==> config.mk <==
export PLATFORM = sky130hd
export DESIGN_NAME = problem_stream_tx_flat
export DESIGN_NICKNAME = d
export VERILOG_FILES = /design/src/rtl/problem_stream_tx_pkg.sv /design/src/rtl/problem_stream_tx_if.sv /design/src/rtl/problem_stream_tx_stream_skid_fifo.sv /design/src/rtl/problem_stream_tx.sv /design/src/flat_wrapper.sv
export SDC_FILE = /design/constraint.sdc
export NUM_CORES = 1
export LEC_CHECK = 0
export CAP_MARGIN = 40
export CORE_MARGIN = 4
export CORE_UTILIZATION = 45
export CTS_CLUSTER_DIAMETER = 150
export DETAILED_ROUTE_END_ITERATION = 7
export PLACE_DENSITY_LB_ADDON = 0.05
export SYNTH_ARGS = -nofsm -noshare
export SYNTH_HDL_FRONTEND = slang
export SYNTH_SLANG_ARGS = --single-unit
==> constraint.sdc <==
create_clock -name i_clk150 -period 5.2 [get_ports i_clk150]
set_input_delay 0.78 -clock i_clk150 [delete_from_list [all_inputs] [get_ports i_clk150]]
set_output_delay 0.78 -clock i_clk150 [all_outputs]
set_load 0.02 [all_outputs]
==> src/rtl/problem_stream_tx_pkg.sv <==
// Shared definitions for the problem stream source: FSM states, header bit positions
// and the words-per-row helper. Default widths are supplied here when the build does not set them.
`ifndef MAX_VERTSBITS
`define MAX_VERTSBITS 8
`endif
`ifndef MAX_CLIQUESIZEBITS
`define MAX_CLIQUESIZEBITS 8
`endif
`ifndef MAX_PROBSBITS
`define MAX_PROBSBITS 8
`endif

package problem_stream_tx_pkg;

    typedef enum logic [2:0] {
        S_IDLE,
        S_GLOBAL_HEADER,
        S_DESC_RD,
        S_PROBLEM_HEADER,
        S_PAYLOAD,
        S_DRAIN,
        S_DONE
    } state_t;

    localparam int NOCLIQUES_BIT = 31;
    localparam int LASTPROB_BIT  = 31;

    function automatic logic [31:0] words_per_row(input logic [31:0] n);
        return (n + 32'd31) >> 5;
    endfunction

endpackage

==> src/rtl/problem_stream_tx_if.sv <==
// Output word stream with have/want flow control.
interface problem_stream_tx_if;
    logic [31:0] o_outdata;
    logic        o_outdata_have;
    logic        i_outdata_want;

    modport master (output o_outdata, output o_outdata_have, input i_outdata_want);
    modport slave  (input o_outdata, input o_outdata_have, output i_outdata_want);
endinterface

==> src/rtl/problem_stream_tx_stream_skid_fifo.sv <==
// Two-entry, 32-bit output FIFO. Head word and have hold steady while the consumer stalls.
module stream_skid_fifo (
    input  logic        i_clk150,
    input  logic        i_reset_n,
    input  logic        push,
    input  logic [31:0] push_data,
    output logic [1:0]  count,
    output logic [31:0] out_data,
    output logic        out_have,
    input  logic        out_want
);
    logic [1:0][31:0] mem;
    logic             wr_ptr;
    logic             rd_ptr;
    logic             pop;

    assign out_have = (count != 2'd0);
    assign out_data = mem[rd_ptr];
    assign pop      = out_have & out_want;

    // Push into a full FIFO is legal only together with a pop; the source guarantees it.
    always_ff @(posedge i_clk150 or negedge i_reset_n) begin
        if (!i_reset_n) begin
            mem    <= '0;
            wr_ptr <= 1'b0;
            rd_ptr <= 1'b0;
            count  <= 2'd0;
        end else begin
            if (push) begin
                mem[wr_ptr] <= push_data;
                wr_ptr      <= ~wr_ptr;
            end
            if (pop)
                rd_ptr <= ~rd_ptr;
            count <= count + {1'b0, push} - {1'b0, pop};
        end
    end
endmodule

==> src/rtl/problem_stream_tx.sv <==
// Replays stored clique problems as a 32-bit have/want word stream: global header, then per problem
// a header and its adjacency payload. Define PROBLEM_STREAM_TX_WORDCOUNT_EN to add o_dbg_words.
module problem_stream_tx
    import problem_stream_tx_pkg::*;
#(
    parameter int VERTS_W  = `MAX_VERTSBITS,
    parameter int CLIQUE_W = `MAX_CLIQUESIZEBITS,
    parameter int PROBS_W  = `MAX_PROBSBITS,
    parameter int ADDR_W   = 16
) (
    input  logic                i_clk150,
    input  logic                i_reset_n,
    input  logic                i_start,
    input  logic [CLIQUE_W-1:0] i_init_maxsize,
    input  logic                i_nocliques,
    input  logic [PROBS_W-1:0]  i_nprobs,
    output logic                o_busy,
    output logic                o_done,
    output logic [PROBS_W-1:0]  o_desc_addr,
    input  logic [VERTS_W-1:0]  i_desc_nverts,
    output logic                o_mem_rd,
    output logic [ADDR_W-1:0]   o_mem_addr,
    input  logic [31:0]         i_mem_data,
`ifdef PROBLEM_STREAM_TX_WORDCOUNT_EN
    output logic [31:0]         o_dbg_words,
`endif
    problem_stream_tx_if.master tx
);
    localparam int WC_W = 2 * VERTS_W;

    state_t state, state_n;

    logic [PROBS_W-1:0]  nprobs_q;
    logic [PROBS_W-1:0]  prob_idx;
    logic [CLIQUE_W-1:0] maxsize_q;
    logic                nocliques_q;
    logic [VERTS_W-1:0]  nverts_q;
    logic [VERTS_W-1:0]  nverts_eff;
    logic                desc_cap;
    logic [WC_W-1:0]     remaining;
    logic [WC_W-1:0]     wc;
    logic [ADDR_W-1:0]   mem_addr;
    logic                rd_q;

    logic        start_acc, hdr_push, mem_rd, adv_prob, load_rem, last_prob;
    logic [31:0] hdr_word, glob_hdr, prob_hdr;
    logic        fifo_push;
    logic [31:0] fifo_wdata;
    logic [1:0]  fifo_count;
    logic        pop;
    logic [2:0]  fill;
    logic        room;

    assign pop       = tx.o_outdata_have & tx.i_outdata_want;
    assign last_prob = (prob_idx == nprobs_q - 1'b1);

    // Descriptor data is valid only in the cycle after the read; later cycles use the captured copy.
    assign nverts_eff = desc_cap ? i_desc_nverts : nverts_q;
    assign wc = WC_W'(nverts_eff) * WC_W'(words_per_row(32'(nverts_eff)));

    // Occupancy counts the slot freed by this cycle's pop so a full-rate stream never stalls.
    assign fill = {1'b0, fifo_count} + {2'b0, rd_q} - {2'b0, pop};
    assign room = (fill < 3'd2);

    always_comb begin
        glob_hdr                           = '0;
        glob_hdr[CLIQUE_W-1:0]             = maxsize_q;
        glob_hdr[NOCLIQUES_BIT]            = nocliques_q;
        prob_hdr                           = '0;
        prob_hdr[VERTS_W-1:0]              = nverts_eff;
        prob_hdr[LASTPROB_BIT]             = last_prob;
    end

    always_ff @(posedge i_clk150 or negedge i_reset_n) begin
        if (!i_reset_n)
            state <= S_IDLE;
        else
            state <= state_n;
    end

    always_comb begin
        state_n   = state;
        start_acc = 1'b0;
        hdr_push  = 1'b0;
        hdr_word  = glob_hdr;
        mem_rd    = 1'b0;
        adv_prob  = 1'b0;
        load_rem  = 1'b0;
        case (state)
            S_IDLE: begin
                if (i_start) begin
                    start_acc = 1'b1;
                    state_n   = (i_nprobs == '0) ? S_DONE : S_GLOBAL_HEADER;
                end
            end
            S_GLOBAL_HEADER: begin
                if (!rd_q && room) begin
                    hdr_push = 1'b1;
                    state_n  = S_DESC_RD;
                end
            end
            S_DESC_RD: state_n = S_PROBLEM_HEADER;
            // Headers wait for the previous payload's last return so word order is preserved.
            S_PROBLEM_HEADER: begin
                hdr_word = prob_hdr;
                if (!rd_q && room) begin
                    hdr_push = 1'b1;
                    load_rem = 1'b1;
                    if (wc != '0)
                        state_n = S_PAYLOAD;
                    else if (last_prob)
                        state_n = S_DRAIN;
                    else begin
                        adv_prob = 1'b1;
                        state_n  = S_DESC_RD;
                    end
                end
            end
            S_PAYLOAD: begin
                if (remaining == '0) begin
                    if (last_prob)
                        state_n = S_DRAIN;
                    else begin
                        adv_prob = 1'b1;
                        state_n  = S_DESC_RD;
                    end
                end else if (room)
                    mem_rd = 1'b1;
            end
            S_DRAIN: begin
                if (fifo_count == 2'd0 && !rd_q)
                    state_n = S_DONE;
            end
            S_DONE:  state_n = S_IDLE;
            default: state_n = S_IDLE;
        endcase
    end

    always_ff @(posedge i_clk150 or negedge i_reset_n) begin
        if (!i_reset_n) begin
            nprobs_q    <= '0;
            prob_idx    <= '0;
            maxsize_q   <= '0;
            nocliques_q <= 1'b0;
            nverts_q    <= '0;
            desc_cap    <= 1'b0;
            remaining   <= '0;
            mem_addr    <= '0;
            rd_q        <= 1'b0;
        end else begin
            desc_cap <= (state == S_DESC_RD);
            rd_q     <= mem_rd;
            if (start_acc) begin
                nprobs_q    <= i_nprobs;
                maxsize_q   <= i_init_maxsize;
                nocliques_q <= i_nocliques;
                prob_idx    <= '0;
                mem_addr    <= '0;
            end
            if (state == S_PROBLEM_HEADER)
                nverts_q <= nverts_eff;
            if (load_rem)
                remaining <= wc;
            if (mem_rd) begin
                mem_addr  <= mem_addr + 1'b1;
                remaining <= remaining - 1'b1;
            end
            if (adv_prob)
                prob_idx <= prob_idx + 1'b1;
        end
    end

    assign fifo_push  = rd_q | hdr_push;
    assign fifo_wdata = rd_q ? i_mem_data : hdr_word;

    stream_skid_fifo u_fifo (
        .i_clk150  (i_clk150),
        .i_reset_n (i_reset_n),
        .push      (fifo_push),
        .push_data (fifo_wdata),
        .count     (fifo_count),
        .out_data  (tx.o_outdata),
        .out_have  (tx.o_outdata_have),
        .out_want  (tx.i_outdata_want)
    );

    assign o_busy      = (state != S_IDLE) && (state != S_DONE);
    assign o_done      = (state == S_DONE);
    assign o_desc_addr = prob_idx;
    assign o_mem_rd    = mem_rd;
    assign o_mem_addr  = mem_addr;

`ifdef PROBLEM_STREAM_TX_WORDCOUNT_EN
    always_ff @(posedge i_clk150 or negedge i_reset_n) begin
        if (!i_reset_n)
            o_dbg_words <= '0;
        else if (start_acc)
            o_dbg_words <= '0;
        else if (pop && o_dbg_words != 32'hFFFF_FFFF)
            o_dbg_words <= o_dbg_words + 32'd1;
    end
`endif
endmodule

==> src/flat_wrapper.sv <==
// flat-port wrapper written by rule: the top's interface ports become plain ports
module problem_stream_tx_flat import problem_stream_tx_pkg::*;
#(
    parameter int VERTS_W  = `MAX_VERTSBITS,
    parameter int CLIQUE_W = `MAX_CLIQUESIZEBITS,
    parameter int PROBS_W  = `MAX_PROBSBITS,
    parameter int ADDR_W   = 16
)
  (i_clk150, i_reset_n, i_start, i_init_maxsize, i_nocliques, i_nprobs, o_busy, o_done, o_desc_addr, i_desc_nverts, o_mem_rd, o_mem_addr, i_mem_data, tx_o_outdata, tx_o_outdata_have, tx_i_outdata_want);
  problem_stream_tx_if tx_i ();
  input  logic i_clk150;
  input  logic i_reset_n;
  input  logic i_start;
  input  logic [CLIQUE_W-1:0] i_init_maxsize;
  input  logic i_nocliques;
  input  logic [PROBS_W-1:0] i_nprobs;
  output logic o_busy;
  output logic o_done;
  output logic [PROBS_W-1:0] o_desc_addr;
  input  logic [VERTS_W-1:0] i_desc_nverts;
  output logic o_mem_rd;
  output logic [ADDR_W-1:0] o_mem_addr;
  input  logic [31:0] i_mem_data;
  output wire logic [$bits(tx_i.o_outdata)-1:0] tx_o_outdata;
  output wire logic [$bits(tx_i.o_outdata_have)-1:0] tx_o_outdata_have;
  input wire logic [$bits(tx_i.i_outdata_want)-1:0] tx_i_outdata_want;
  assign tx_o_outdata = tx_i.o_outdata;
  assign tx_o_outdata_have = tx_i.o_outdata_have;
  assign tx_i.i_outdata_want = tx_i_outdata_want;
  problem_stream_tx #(.VERTS_W(VERTS_W), .CLIQUE_W(CLIQUE_W), .PROBS_W(PROBS_W), .ADDR_W(ADDR_W)) u_core (.i_clk150(i_clk150), .i_reset_n(i_reset_n), .i_start(i_start), .i_init_maxsize(i_init_maxsize), .i_nocliques(i_nocliques), .i_nprobs(i_nprobs), .o_busy(o_busy), .o_done(o_done), .o_desc_addr(o_desc_addr), .i_desc_nverts(i_desc_nverts), .o_mem_rd(o_mem_rd), .o_mem_addr(o_mem_addr), .i_mem_data(i_mem_data), .tx(tx_i));
endmodule
==> impl_metrics.prom <==
# TYPE chip_impl_metric gauge
chip_impl_metric{name="routed_via_density",unit=""} 5.56
chip_impl_metric{name="count_of_nets_after_finishing",unit=""} 1107
chip_impl_metric{name="grt_pass1_vias",unit=""} 6911
chip_impl_metric{name="globalplace.congestion",unit=""} 0.891
chip_impl_metric{name="grt_overflow_total",unit=""} 0
chip_impl_metric{name="boundaryPins",unit=""} 121
chip_impl_info{name="cts_root_buf",value="sky130_fd_sc_hd__clkbuf_16"} 1
chip_impl_metric{name="gr-usage-all-layers",unit=""} 0.215
chip_impl_metric{name="synth_register_bits",unit=""} 138
chip_impl_metric{name="final_util",unit=""} 0.603
chip_impl_metric{name="max_clock_freq",unit="MHz"} 197
chip_impl_metric{name="finClkSkew",unit="ns"} 0.0120
chip_impl_info{name="layout.cells.most_common",value="sky130_fd_sc_hd__nand2_1"} 1
chip_impl_metric{name="cts_max_path_buffers",unit=""} 2
chip_impl_metric{name="worstPathRequired",unit="ns"} 5.50
chip_impl_metric{name="dr.pass1.iters",unit=""} 5
chip_impl_metric{name="fp.dieArea",unit="um2"} 19800
chip_impl_metric{name="placed_cells_incl_taps",unit=""} 1209
chip_impl_metric{name="synth_to_layout_area_growth",unit="%"} 31.6
chip_impl_metric{name="vias",unit=""} 6914
chip_impl_metric{name="reg2reg_slack",unit="ns"} 0.34
chip_impl_metric{name="cp.arrival",unit="ns"} 5.39
chip_impl_info{name="worstReg2RegEnd",value="u_core.o_desc_addr[3]"} 1
chip_impl_metric{name="slew_headroom",unit=""} 0.477
chip_impl_metric{name="mappedNetlistNets",unit=""} 960
chip_impl_metric{name="first_pass_grt_wire_length",unit="um"} 34700
chip_impl_metric{name="number_of_sinks_on_the_clock_net",unit=""} 138
chip_impl_metric{name="floorplan.initialDensity",unit=""} 0.458
chip_impl_metric{name="detailed_place_hpwl",unit="um"} 14700
chip_impl_metric{name="reg2regPathDepth",unit=""} 19
chip_impl_metric{name="cts_htree_levels",unit=""} 4
chip_impl_metric{name="wire_per_inst",unit="um"} 17.1
chip_impl_metric{name="cts.clk_slew.worst_paths",unit="ns"} 0.06
chip_impl_metric{name="routed_wirelength",unit="um"} 21300
chip_impl_metric{name="die_x",unit="um"} 141
chip_impl_metric{name="synthesis.area_per_instance",unit="um2"} 9.21
chip_impl_metric{name="antenna_found_initial",unit=""} 0
chip_impl_metric{name="worstSkewPairLatency",unit="ns"} 0.42
chip_impl_metric{name="port_buffers",unit=""} 120
chip_impl_metric{name="die_h",unit="um"} 141
chip_impl_metric{name="finalWorstPathRequiredPeriod",unit="ns"} 5.09
chip_impl_info{name="tritoncts",value="built"} 1
chip_impl_metric{name="cts_inserted_buffers",unit=""} 17
chip_impl_metric{name="final_min_period_over_clock_period",unit=""} 0.978
chip_impl_info{name="startpoint_of_the_worst_slack_reg_to_reg_timing_path",value="u_core.desc_cap"} 1
chip_impl_metric{name="cts_hold_buf",unit=""} 0
chip_impl_metric{name="yosysSeqAreaShare",unit=""} 0.436
chip_impl_metric{name="layout-drive-gt1-share",unit=""} 0.163
chip_impl_metric{name="hold_viol_final",unit=""} 0
chip_impl_metric{name="drtIter0Drc",unit=""} 386
chip_impl_metric{name="synth_area",unit="um2"} 7920
chip_impl_metric{name="synth_top_area_frac",unit=""} 0.436
chip_impl_metric{name="finalSetupViolCount",unit=""} 0
chip_impl_metric{name="drt_drc_violations_left",unit=""} 0
chip_impl_metric{name="async_reset_ff_frac",unit=""} 1.00
chip_impl_info{name="crit_path_class",value="input port to register"} 1
chip_impl_metric{name="layout.filler_cells",unit=""} 1456
chip_impl_metric{name="number_of_enable_type_register_cells_in_the_synthesized_netlist",unit=""} 0
chip_impl_metric{name="finish.cell_count_without_fillers",unit=""} 1244
chip_impl_info{name="synthTopCellsByArea",value="sky130_fd_sc_hd__dfrtp_1 (44%), sky130_fd_sc_hd__nand2_1 (7.6%), sky130_fd_sc_hd__o21ai_0 (4.9%)"} 1
chip_impl_info{name="timing.hold.worst.class",value="input port to async pin"} 1
chip_impl_metric{name="detail-route-antenna-nets",unit=""} 0
chip_impl_metric{name="finalSetupTns",unit="ns"} 0
chip_impl_metric{name="antenna_cells",unit=""} 0
chip_impl_metric{name="slew_violations",unit=""} 0
chip_impl_metric{name="placeable_core_region",unit="um2"} 17300
chip_impl_metric{name="worst_slew_pin_slew",unit="ns"} 0.784
chip_impl_info{name="endpoint_class_of_the_critical_path",value="register"} 1
chip_impl_info{name="setup.worst_path.start_class",value="input port"} 1
chip_impl_metric{name="max_cap_viol_count",unit=""} 0
chip_impl_metric{name="worstPathMaxFanout",unit=""} 8
chip_impl_metric{name="postSynthCellCount",unit=""} 860
chip_impl_info{name="status",value="finished, final reports clean"} 1
chip_impl_metric{name="core.rowCount",unit=""} 48
chip_impl_info{name="leading_cell_types_in_the_layout_fill_and_taps_excluded",value="sky130_fd_sc_hd__nand2_1 (159), sky130_fd_sc_hd__dfrtp_1 (137), sky130_fd_sc_hd__clkdlybuf4s50_1 (119)"} 1
chip_impl_metric{name="synthesis.yosys.warnings",unit=""} 0
chip_impl_info{name="synth-main-ff-cell",value="sky130_fd_sc_hd__dfrtp_1"} 1
chip_impl_metric{name="grt_start_max_net_pins",unit=""} 77
chip_impl_info{name="yosysTopAreaCell",value="sky130_fd_sc_hd__dfrtp_1"} 1
chip_impl_metric{name="synth.distinct_cells",unit=""} 69
[layout make-up]
| class | instances | area [um2] | share of cell area |
|---|---|---|---|
| clock buffer | 18 | 439 | 0.0421 |
| clock inverter | 13 | 144 | 0.0138 |
| inverter | 30 | 113 | 0.0108 |
| multi-input combinational | 646 | 4350 | 0.417 |
| sequential | 138 | 3450 | 0.331 |
| tap | 225 | 282 | 0.0270 |
| timing repair buffer | 174 | 1640 | 0.158 |
[cells by family after synthesis]
group | Yosys count | share of synthesized area
buffers and inverters | 76 | 0.0373
and+or+nand+nor | 332 | 0.186
DFF | 138 | 0.436
adders and majority gates | 39 | 0.0739
xor gates and xnor gates | 25 | 0.0286
AOI/OAI and AO/OA | 202 | 0.171
muxes | 48 | 0.0667
[cell usage after synthesis, drive strengths merged (16+ instances only)]
cell type	count
mux2	35
clkbuf	41
inv	30
xnor2	17
nor3	16
a32o	23
nand2	160
o21ai	79
nor2	79
a21oi	31
dfrtp	138
ha	26
[worst max-delay path by stage]
stage,start,endpoint,slack (ns)
after detailed placement,i_desc_nverts[2],u_core.o_desc_addr[3],-0.57
after CTS,i_desc_nverts[2],u_core.o_desc_addr[3],0.008
after global routing,i_desc_nverts[2],u_core.o_desc_addr[2],-0.0002
after floorplan,i_desc_nverts[0],u_core.o_desc_addr[2],0.02
after global placement,i_desc_nverts[2],u_core.o_desc_addr[5],-0.48
final,i_desc_nverts[1],u_core.o_desc_addr[3],0.11
[worst max-delay path: stages]
cell and delay (ns):
sky130_fd_sc_hd__clkdlybuf4s50_1 0.42, sky130_fd_sc_hd__mux2i_2 0.18, sky130_fd_sc_hd__and3_4 0.21, sky130_fd_sc_hd__nand3_2 0.09, sky130_fd_sc_hd__nand3_2 0.11, sky130_fd_sc_hd__ha_4 0.23
sky130_fd_sc_hd__or2_2 0.31, sky130_fd_sc_hd__fa_1 0.50, sky130_fd_sc_hd__inv_1 0.05, sky130_fd_sc_hd__fa_1 0.51, sky130_fd_sc_hd__ha_4 0.32, sky130_fd_sc_hd__nand3_2 0.07
sky130_fd_sc_hd__a211o_1 0.31, sky130_fd_sc_hd__a311o_1 0.33, sky130_fd_sc_hd__nand2_1 0.08, sky130_fd_sc_hd__o2111a_2 0.25, sky130_fd_sc_hd__a31oi_4 0.09, sky130_fd_sc_hd__or2_4 0.31
sky130_fd_sc_hd__a31o_1 0.23
[what timing repair did]
item | 4_1_cts | 5_1_grt
pin swaps | 0 | 19
endpoints found under the setup margin | 9 | 11
gates resized for setup | 3 | 26
buffers inserted | 1 | 3
[through the flow]
step | hold slack, ns | area (um2) | setup WS (ns)
after CTS | 0.203 | 10300 | 0.00847
after global placement | 0.457 | 9620 | -0.484
final | 0.214 | 10400 | 0.112
after detailed placement | 0.464 | 9650 | -0.574
after global routing | 0.218 | 10400 | -0.000239
after floorplan | 0.444 | 7930 | 0.0159
[registers in the layout, indices dropped and copies added (netlist names), 3 cells and up]
signal	flops
u_core.maxsize_q	8
u_core.o_mem_addr	16
u_core.u_fifo.mem	64
u_core.remaining	16
u_core.state	3
u_core.nverts_q	8
u_core.o_desc_addr	8
u_core.nprobs_q	8
[routing by layer]
metal	part of all wire	routed length [um]	GRT usage
met4	0.016	333	0.0658
met3	0.045	957	0.0329
met5	0	0	0
met1	0.43	9240	0.282
met2	0.51	10800	0.368
Power is left out: the tool's default activity adds up to more than one toggle a clock period on the data nets, which glitch-free logic cannot reach.
